`config.mk`:
```
export PLATFORM = sky130hd
export DESIGN_NAME = reg_spill_fill
export DESIGN_NICKNAME = d
export VERILOG_FILES = /design/src/rtl/spill_fill_pkg.sv /design/src/rtl/reg_spill_fill.sv
export SDC_FILE = /design/constraint.sdc
export NUM_CORES = 1
export LEC_CHECK = 0
export CAP_MARGIN = 20
export CORE_MARGIN = 5
export CORE_UTILIZATION = 37
export CTS_CLUSTER_SIZE = 14
export DETAILED_ROUTE_END_ITERATION = 16
export GPL_TIMING_DRIVEN = 0
export PLACE_DENSITY = 0.78
export SLEW_MARGIN = 10
export SYNTH_ARGS = -nofsm -noshare
export SYNTH_HDL_FRONTEND = slang
export SYNTH_SLANG_ARGS = --single-unit
```
`constraint.sdc`:
```
create_clock -name clk -period 1.9 [get_ports clk]
set_clock_uncertainty 0.05 [all_clocks]
set_input_delay 0.38 -clock clk [delete_from_list [all_inputs] [get_ports clk]]
set_output_delay 0.38 -clock clk [all_outputs]
set_load 0.03 [all_outputs]
```
`src/rtl/spill_fill_pkg.sv`:
```
// spill_fill_pkg: shared state encoding and mode constants for the register spill/fill engine
package spill_fill_pkg;

    typedef enum logic [2:0] {
        IDLE,
        SPILL_LOAD,
        SPILL_SEND,
        FILL,
        DONE
    } sf_state_t;

    localparam logic MODE_SPILL = 1'b0;
    localparam logic MODE_FILL  = 1'b1;

endpackage

```
`src/rtl/reg_spill_fill.sv`:
```
// reg_spill_fill: streams a register range out of the register file (spill) or writes a byte stream into it (fill)
module reg_spill_fill
    import spill_fill_pkg::*;
#(
    parameter int pw = 3,
    parameter int DW = 8
) (
    input  logic          clk,
    input  logic          rst_n,
    input  logic          start,
    input  logic          mode,
    input  logic [pw:0]   base_addr,
    input  logic [pw:0]   last_addr,
    input  logic          abort,
    output logic [pw:0]   rd_addr,
    input  logic [DW-1:0] rd_data,
    output logic          wr_en,
    output logic [pw:0]   wr_addr,
    output logic [DW-1:0] wr_data,
    output logic          out_valid,
    output logic [DW-1:0] out_data,
    input  logic          out_ready,
    input  logic          in_valid,
    input  logic [DW-1:0] in_data,
    output logic          in_ready,
    output logic          busy,
    output logic          done
);

    // Only the low pw bits address a real register; the top bit is always cleared.
    localparam logic [pw:0] AMASK = (pw + 1)'((1 << pw) - 1);

    sf_state_t   state, state_n;
    logic [pw:0] ptr, last;
    logic        send_hs, fill_hs, at_last;

    assign send_hs = (state == SPILL_SEND) && out_valid && out_ready;
    assign fill_hs = (state == FILL) && in_valid && in_ready;
    assign at_last = ptr == last;

    assign rd_addr = ptr;
    assign wr_addr = ptr;
    assign wr_data = in_data;
    assign busy    = state != IDLE;
    assign done    = state == DONE;

    // Next state and the combinational write strobe; abort overrides every other transition.
    always_comb begin
        state_n = state;
        wr_en   = 1'b0;
        case (state)
            IDLE:       if (start) state_n = (mode == MODE_FILL) ? FILL : SPILL_LOAD;
            SPILL_LOAD: state_n = SPILL_SEND;
            SPILL_SEND: if (send_hs) state_n = at_last ? DONE : SPILL_LOAD;
            FILL: begin
                wr_en = fill_hs;
                if (fill_hs && at_last) state_n = DONE;
            end
            DONE:       state_n = IDLE;
            default:    state_n = IDLE;
        endcase
        if (abort && state != IDLE) state_n = IDLE;
    end

    // State, pointer, range end and registered handshake outputs; the strobes follow the next state.
    always_ff @(posedge clk) begin
        if (!rst_n) begin
            state     <= IDLE;
            ptr       <= '0;
            last      <= '0;
            out_valid <= 1'b0;
            out_data  <= '0;
            in_ready  <= 1'b0;
        end else begin
            state     <= state_n;
            out_valid <= state_n == SPILL_SEND;
            in_ready  <= state_n == FILL;
            if (state == IDLE && start) begin
                ptr  <= base_addr & AMASK;
                last <= last_addr & AMASK;
            end
            if ((send_hs || fill_hs) && !at_last) ptr <= (ptr + 1'b1) & AMASK;
            if (state == SPILL_LOAD) out_data <= rd_data;
        end
    end

endmodule

```
After elaboration in Yosys (flattened, before gate mapping)
Cells that the tools add are included.
{"block": "totals", "reg_bits": 19, "in_bits": 31, "output_inout_bits": 29, "elab_cells": 37}
{"block": "classes", "n_addsub": 1, "n_eq_ne": 7, "muxes": 10, "reduce_logical": 13}
{"cell": "3-bit 2-to-1 mux", "count": 7}
{"cell": "3-bit by 2-bit == test with 1-bit output (second input constant)", "count": 4}
{"cell": "3-bit one-hot mux with 4 select lines", "count": 1}
{"cell": "1-bit logical AND", "count": 8}
{"cell": "3-bit by 1-bit adder with 3-bit output (second input constant)", "count": 1}
{"cell": "3-bit by 1-bit == test with 1-bit output (second input constant)", "count": 1}
{"cell": "3-bit == test", "count": 1}
{"cell": "3-bit == test (second input constant)", "count": 1}
{"cell": "3-bit zero test", "count": 1}
{"cell": "3-bit nonzero test", "count": 1}
{"cell": "2-bit 2-to-1 mux", "count": 1}
{"cell": "2-bit nonzero test", "count": 1}
{"cell": "1-bit zero test", "count": 1}
{"cell": "1-bit logical OR", "count": 1}
{"cell": "1-bit 2-to-1 mux", "count": 1}

Depth between registers and ports, before layout
Gate-level depths: netlist of the first run.
{"block": "depth", "depth_word": 8, "mapped_depth": 6, "ltp_nobuf": 5}

Worst setup path before layout of the first run
No wires, ideal clock.
{"block": "synth_path", "path_kind": "reg2out", "startpoint": "register state[2]", "endpoint": "output port done", "arrival_ns": 1.205, "required_time_ns": 1.470, "slack_ns": 0.265, "path_stages_with_launch": 2, "n_path_buf": 0, "cell_sequence": "dfxtp_1 > nor3b_1"}
{"block": "synth_via", "elab_chain_cells": 1}
{"item": "from (decl)", "line": "reg_spill_fill.sv:33", "source": "sf_state_t state, state_n;"}
{"item": "from (signal assigned)", "line": "reg_spill_fill.sv:75", "source": "state <= state_n;"}
{"item": "3-bit == test", "line": "reg_spill_fill.sv:45", "source": "assign done = state == DONE;"}
{"item": "to (decl)", "line": "reg_spill_fill.sv:27", "source": "output logic done"}
No other way between the ends.

Worst setup path in the final report of the first run
{"block": "layout_path", "startpoint": "register state[0]", "endpoint": "output port busy"}
{"block": "layout_via", "elab_chain_cells": 1}
{"item": "3-bit nonzero test", "line": "reg_spill_fill.sv:44", "source": "assign busy = state != IDLE;"}
{"item": "to (decl)", "line": "reg_spill_fill.sv:26", "source": "output logic busy,"}
No other way between the ends.

==> reports/metrics.yaml, run 1 <==
endpoint_kind: "output pin"
detailedRoute.firstPassIterationCount: 4
tritoncts.num_buffers: 3
viasPerCell: 4.87
first_global_vias: 1023
postCtsSetupRepairBufs: 0
die_width_um: 63.3
met2_usage_pct: 23.8
num_io_pins: 60
met1_usage_pct: 13.1
max_clock_freq_mhz: 556
worst_hold_slack_ns: 0.433
run_status: "finished clean"
category_of_the_most_critical_setup_path: "reg2out"
grt_pass1_wl_mm: 4.26
ir_drop_mv: 0.442
areaGrowthSynthToFinish_pct: 50.3
cp.required_ns: 1.47
synth-edff-count: 0
post-synth-top-area-fraction_pct: 36.2
worstPathMaxFanout: 8
synth-seq-area-share_pct: 36.2
post_synth_instance_area_sq_mm: 0.00105
antenna-diode-count: 0
clkTransAtPathRegs_ns: 0.11
floorplan.die_area_sq_mm: 0.00400
gr-usage-met3_pct: 4.44
power-per-cell-area_mw_per_mm2: 734
ant_nets: 0
layout_worst_path_cycle_share_pct: 94.7
hold_class: "reg2reg"
drc: 0
final_net_count: 200
layout.core_utilization_pct: 57.7
final_setup_fails: 0
port_buffers: 47
final_period_minus_worst_setup_slack_ns: 1.80
worst_pin_slew_ns: 0.517
dp_hpwl_mm: 2.13
grt_antenna_before_repair: 0
syn-instance-count: 115
latest_clock_arrival_within_the_worst_skew_pair_ns: 0.29
drt-total-wl_mm: 2.52
slew-limit-headroom_pct: 65.4
clock-sinks: 19
ys_types: 36
clock_tree_from_tritoncts: "yes"
cap_violations: 0
grt_max_degree: 11
post_cts.resized_instances: 9
max-clock-path-buffers: 2
setup.worst_path.start_class: "flip-flop"
leakage_nw: 0.731
row_count: 19
dominantRegCellSynth: "dfxtp_1"
ffs_latches_synth: 19
cts-hold-fix-buffers: 0
core-area_sq_mm: 0.00273
yosys.cell_count.top_type: "dfxtp_1"
gp_routability_congestion: 0.861
synth-warning-count: 0
most_instantiated_cells_after_synthesis: "19 x dfxtp_1, 14 x buf_4, 13 x nand2_1"
detail_route.wl_per_cell_um: 12.7
initial_utilization_pct: 38.4
die_y_um: 63.3
async_reset_ff_share_pct: 0
post-synth-top-area-cell: "dfxtp_1"
grt_setup_unrepaired: "no"
synth.avg_cell_area_sq_um: 9.13
clock_tree.root_cell: "clkbuf_4"
h-tree-depth: 1
reg2reg_slack_ns: 0.27
route.vias.total: 964
netlist_top_cells_area: "dfxtp_1 36%, buf_4 10%, mux2i_1 7.6%"
final_max_slew_viol_count: 0
top_usage_layer: "met2"
initialDrtViolationCount: 21
final_total_power_w: 0.00116
hold_violations: 0
grt.overflow.total: 0
gr-usage-all-layers_pct: 13.0
final_layout_size_suffix_gt1_share_pct: 17.4
crit_arrival_ns: 1.37
-- cell usage in the layout (no fill, tap or decap), types with 2 or more instances in the layout --
cell type and count:
dfxtp_1 19, clkbuf_2 2, inv_1 4, mux2i_1 8, o211ai_1 2, nand3_1 3
clkbuf_1 2, nor3b_1 2, xor2_1 3, conb_1 2, clkdlybuf4s50_1 38, o21ai_1 3
dlygate4sd2_1 3, buf_6 2, nand2_1 13, buf_4 14, a21oi_1 2, clkbuf_4 3
nor2_1 6, a31oi_1 3, a21boi_0 3, dlymetal6s2s_1 3, nor2b_1 8
-- area by class of cell --
| class | instances | area, sq um |
|---|---|---|
| flip-flops and latches | 19 | 380 |
| repair buffers | 47 | 459 |
| inverters | 4 | 15.0 |
| clock buffers | 4 | 26.3 |
| multi-input cells | 76 | 527 |
| plain buffers | 17 | 131 |
| well taps | 31 | 38.8 |
| fillers | 240 | 1160 |
-- power by group --
| group | internal, W | switching (W) |
|---|---|---|
| Sequential | 0.000439 | 0.0000310 |
| Clock | 0.0000817 | 0.000121 |
| Combinational | 0.000228 | 0.000257 |
-- cell families (layout without fill, tap and decap cells) --
kind of cell | count (synthesis) | after routing | share of synthesized area, %
AOI/OAI and AO/OA | 19 | 19 | 13.2
other | 1 | 2 | 0.357
buffers and inverters | 21 | 72 | 13.9
xor gates and xnor gates | 3 | 3 | 2.50
and+or+nand+nor | 43 | 43 | 24.9
DFF | 19 | 19 | 36.2
adders and majority gates | 1 | 1 | 1.19
muxes | 8 | 8 | 7.63
-- path summary, 6_finish.rpt --
kind / depth (start not counted) / start / end
setup / recovery: 3 / state[0] / busy
hold / removal: 2 / last[0] / last[0]
setup reg to reg: 5 / rd_addr[0] / out_valid
hold reg to reg: 2 / last[0] / last[0]
-- metrics by stage --
stage	TNS, ns	setup WS, ns	instance area, sq um	instances
after floorplan	0	0.265	1050	116
after global placement	-0.344	-0.293	1560	194
after detailed placement	-0.417	-0.303	1560	194
after CTS	-0.0210	-0.0210	1590	198
after global routing	0	0.0388	1580	198
final	0	0.101	1580	198
-- layer usage --
| metal | part of all wire [%] | vias to the layer above |
|---|---|---|
| met5 | 0 | - |
| met4 | 1.3 | 0 |
| met3 | 6.2 | 5 |
| met2 | 51 | 38 |
| met1 | 41 | 440 |
| li1 | - | 481 |
-- worst max-delay path, stage by stage (launching register included) --
cell and delay, ns:
dfxtp_1 0.33, buf_6 0.13, or3_2 0.43, buf_2 0.19
-- state kept, by name, indices dropped and copies added, names as in the netlist --
register,cells
out_data,8
last,3
rd_addr,3
state,3
in_ready,1
out_valid,1
Note: power is estimated with default switching activity, not from simulation.
==> run 2, diff against run 1 <==
--- a/config.mk
+++ b/config.mk
@@ -11,7 +11,7 @@
 export CTS_CLUSTER_SIZE = 14
 export DETAILED_ROUTE_END_ITERATION = 16
 export GPL_TIMING_DRIVEN = 0
-export PLACE_DENSITY = 0.78
+export PLACE_DENSITY = 0.79
 export SLEW_MARGIN = 10
 export SYNTH_ARGS = -nofsm -noshare
 export SYNTH_HDL_FRONTEND = slang
==> reports/metrics.yaml, run 2 (same netlist as run 1, synthesis figures left out) <==
initialDrtViolationCount: 7  # was 21
clkTransAtPathRegs_ns: 0.10  # was 0.11 ns
largest-register: "out_data"  # unchanged
clock_tree.root_cell: "clkbuf_4"  # unchanged
clock_tree_from_tritoncts: "yes"  # unchanged
ff2ff_path_depth: 6  # was 5
slowest_stage: "or3_2"  # unchanged
first_global_vias: 968  # was 1,023
category_of_the_most_critical_setup_path: "reg2out"  # unchanged
setup_ws_ns: 0.0953  # was 0.101 ns
largest_register_ff_count: 8  # unchanged
worst_hold_slack_ns: 0.435  # was 0.433 ns
antenna-diode-count: 0  # unchanged
ant_nets: 0  # unchanged
met1_usage_pct: 12.5  # was 13.1%
reg2reg_slack_ns: 0.32  # was 0.27 ns
leakage_nw: 0.732  # was 0.731 nW
run_status: "finished clean"  # unchanged
grt_max_degree: 11  # unchanged
gr-usage-met3_pct: 3.55  # was 4.44%
endpoint_kind: "output pin"  # unchanged
gr-usage-all-layers_pct: 12.0  # was 13.0%
crit_path_cell_trace: "buf_6 -> or3_2 -> buf_2"  # unchanged
max_clock_freq_mhz: 554  # was 556 MHz
dp_slack_ns: -0.292  # was -0.303 ns
clock-sinks: 19  # unchanged
power-per-cell-area_mw_per_mm2: 728  # was 734 mW/mm^2
viasPerCell: 4.88  # was 4.87
ir_drop_mv: 0.372  # was 0.442 mV
gp_routability_congestion: 0.892  # was 0.861
detailedRoute.firstPassIterationCount: 4  # unchanged
floorplan.die_area_sq_mm: 0.00400  # unchanged
grt_pass1_wl_mm: 4.03  # was 4.26 mm
worstPathMaxFanout: 8  # unchanged
final_setup_fails: 0  # unchanged
postCtsSetupRepairBufs: 0  # unchanged
layout.cell_area.non_filler_sq_mm: 0.00158  # about the same
cts-hold-fix-buffers: 0  # unchanged
core-area_sq_mm: 0.00273  # unchanged
crit_arrival_ns: 1.37  # about the same
cp_launch_point: "state[0]"  # unchanged
route.vias.total: 966  # was 964
dp_hpwl_mm: 2.08  # was 2.13 mm
internal_power_w: 0.000749  # about the same
cap_violations: 0  # unchanged
nFillCells: 255  # was 240
areaGrowthSynthToFinish_pct: 50.4  # was 50.3%
drt-total-wl_mm: 2.46  # was 2.52 mm
slew-limit-headroom_pct: 64.6  # was 65.4%
layout.core_utilization_pct: 57.8  # was 57.7%
final_period_minus_worst_setup_slack_ns: 1.80  # about the same
final_layout_size_suffix_gt1_share_pct: 18.0  # was 17.4%
latest_clock_arrival_within_the_worst_skew_pair_ns: 0.29  # about the same
power.sequential.fraction_pct: 40.7  # was 40.6%
power.clock.fraction_pct: 17.1  # was 17.5%
cp.required_ns: 1.47  # about the same
drc: 0  # unchanged
hold_class: "reg2reg"  # unchanged
grt_setup_unrepaired: "no"  # unchanged
hold_violations: 0  # unchanged
switching_share_pct: 34.9  # was 35.4%
postPlaceCellArea_sq_mm: 0.00156  # unchanged
layout_common_cells: "38 x clkdlybuf4s50_1, 18 x dfxtp_1, 14 x buf_4"  # was 38 x clkdlybuf4s50_1, 19 x dfxtp_1, 14 x buf_4
reg2reg_to: "out_valid"  # unchanged
grt.overflow.total: 0  # unchanged
crit_path_end: "busy"  # unchanged
worst_pin_slew_ns: 0.529  # was 0.517 ns
row_count: 19  # unchanged
regToRegStartpoint: "state[0]"  # was rd_addr[0]
met2_usage_pct: 22.7  # was 23.8%
p_switching_w: 0.000401  # was 0.000410 W
tritoncts.num_buffers: 3  # unchanged
setup.worst_path.start_class: "flip-flop"  # unchanged
layout_worst_path_cycle_share_pct: 95.0  # was 94.7%
final_common_cell: "clkdlybuf4s50_1"  # unchanged
final_net_count: 200  # unchanged
die_y_um: 63.3  # unchanged
h-tree-depth: 1  # unchanged
grt_antenna_before_repair: 0  # unchanged
detail_route.wl_per_cell_um: 12.4  # was 12.7 um
port_buffers: 47  # unchanged
num_io_pins: 60  # unchanged
top_usage_layer: "met2"  # unchanged
die_width_um: 63.3  # unchanged
portion_of_total_power_attributed_to_combinational_logic_pct: 42.2  # was 41.9%
final_max_slew_viol_count: 0  # unchanged
max-clock-path-buffers: 2  # unchanged
critical_path.max_stage_delay_ns: 0.45  # was 0.43 ns
initial_utilization_pct: 38.4  # unchanged
run 2: changes by cell type in the layout (fill, tap and decap cells not counted):
cell | previous run | this run
dfxtp_1 | 19 | 18
dfxtp_2 | 0 | 1
run 2: repair_timing:
| item | in CTS | in global routing |
|---|---|---|
| gates resized for setup | 9 | 10 |
| endpoints found under the setup margin | 6 | 6 |
| hold endpoints to repair | 0 | 0 |
run 2: worst min-delay path by stage:
stage / slack [ns] / from / cells after the start / to
final: 0.44 / last[0] / 2 / last[0]
after global routing: 0.45 / last[0] / 2 / last[0]
after CTS: 0.44 / last[0] / 2 / last[0]
after detailed placement: 0.42 / last[0] / 2 / last[0]
after global placement: 0.42 / last[0] / 2 / last[0]
after floorplan: 0.41 / last[0] / 2 / last[0]
run 2: cell type report:
| class | count | area, sq um | area share, % |
|---|---|---|---|
| tap | 31 | 38.8 | 2.46 |
| clock buffer | 4 | 26.3 | 1.66 |
| sequential | 19 | 382 | 24.2 |
| buffer | 17 | 131 | 8.32 |
| timing repair buffer | 47 | 459 | 29.1 |
| inverter | 4 | 15.0 | 0.951 |
| multi-input combinational | 76 | 527 | 33.4 |
run 2: power by group through the flow:
stage	clock, W	sequential (W)	combinational, W
floorplan	0	0.000526	0.000275
global placement	0	0.000475	0.000490
detailed placement	0	0.000478	0.000502
CTS	0.000201	0.000469	0.000496
global route	0.000215	0.000474	0.000522
finish	0.000197	0.000468	0.000485
run 2: worst max-delay path, delay by kind of cell, from the launching register on:
| family | cells | cell delay [ns] |
|---|---|---|
| buf+inv | 2 | 0.32 |
| flops | 1 | 0.32 |
| simple gates | 1 | 0.45 |
run 2: routing by layer:
layer	routed length, um	part of all wire (%)	vias to the layer above
li1	-	-	482
met4	14	0.57	0
met5	0	0	-
met2	1280	52	33
met3	165	6.7	2
met1	1000	41	449
run 2: per-stage QoR:
| step | power (W) | setup TNS, ns | instances |
|---|---|---|---|
| 5_1_grt | 0.00121 | 0 | 198 |
| 3_5_place_dp | 0.000981 | -0.440 | 194 |
| 3_3_place_gp | 0.000966 | -0.333 | 194 |
| 2_1_floorplan | 0.000801 | 0 | 116 |
| 6_report | 0.00115 | 0 | 198 |
| 4_1_cts | 0.00117 | -0.0240 | 198 |
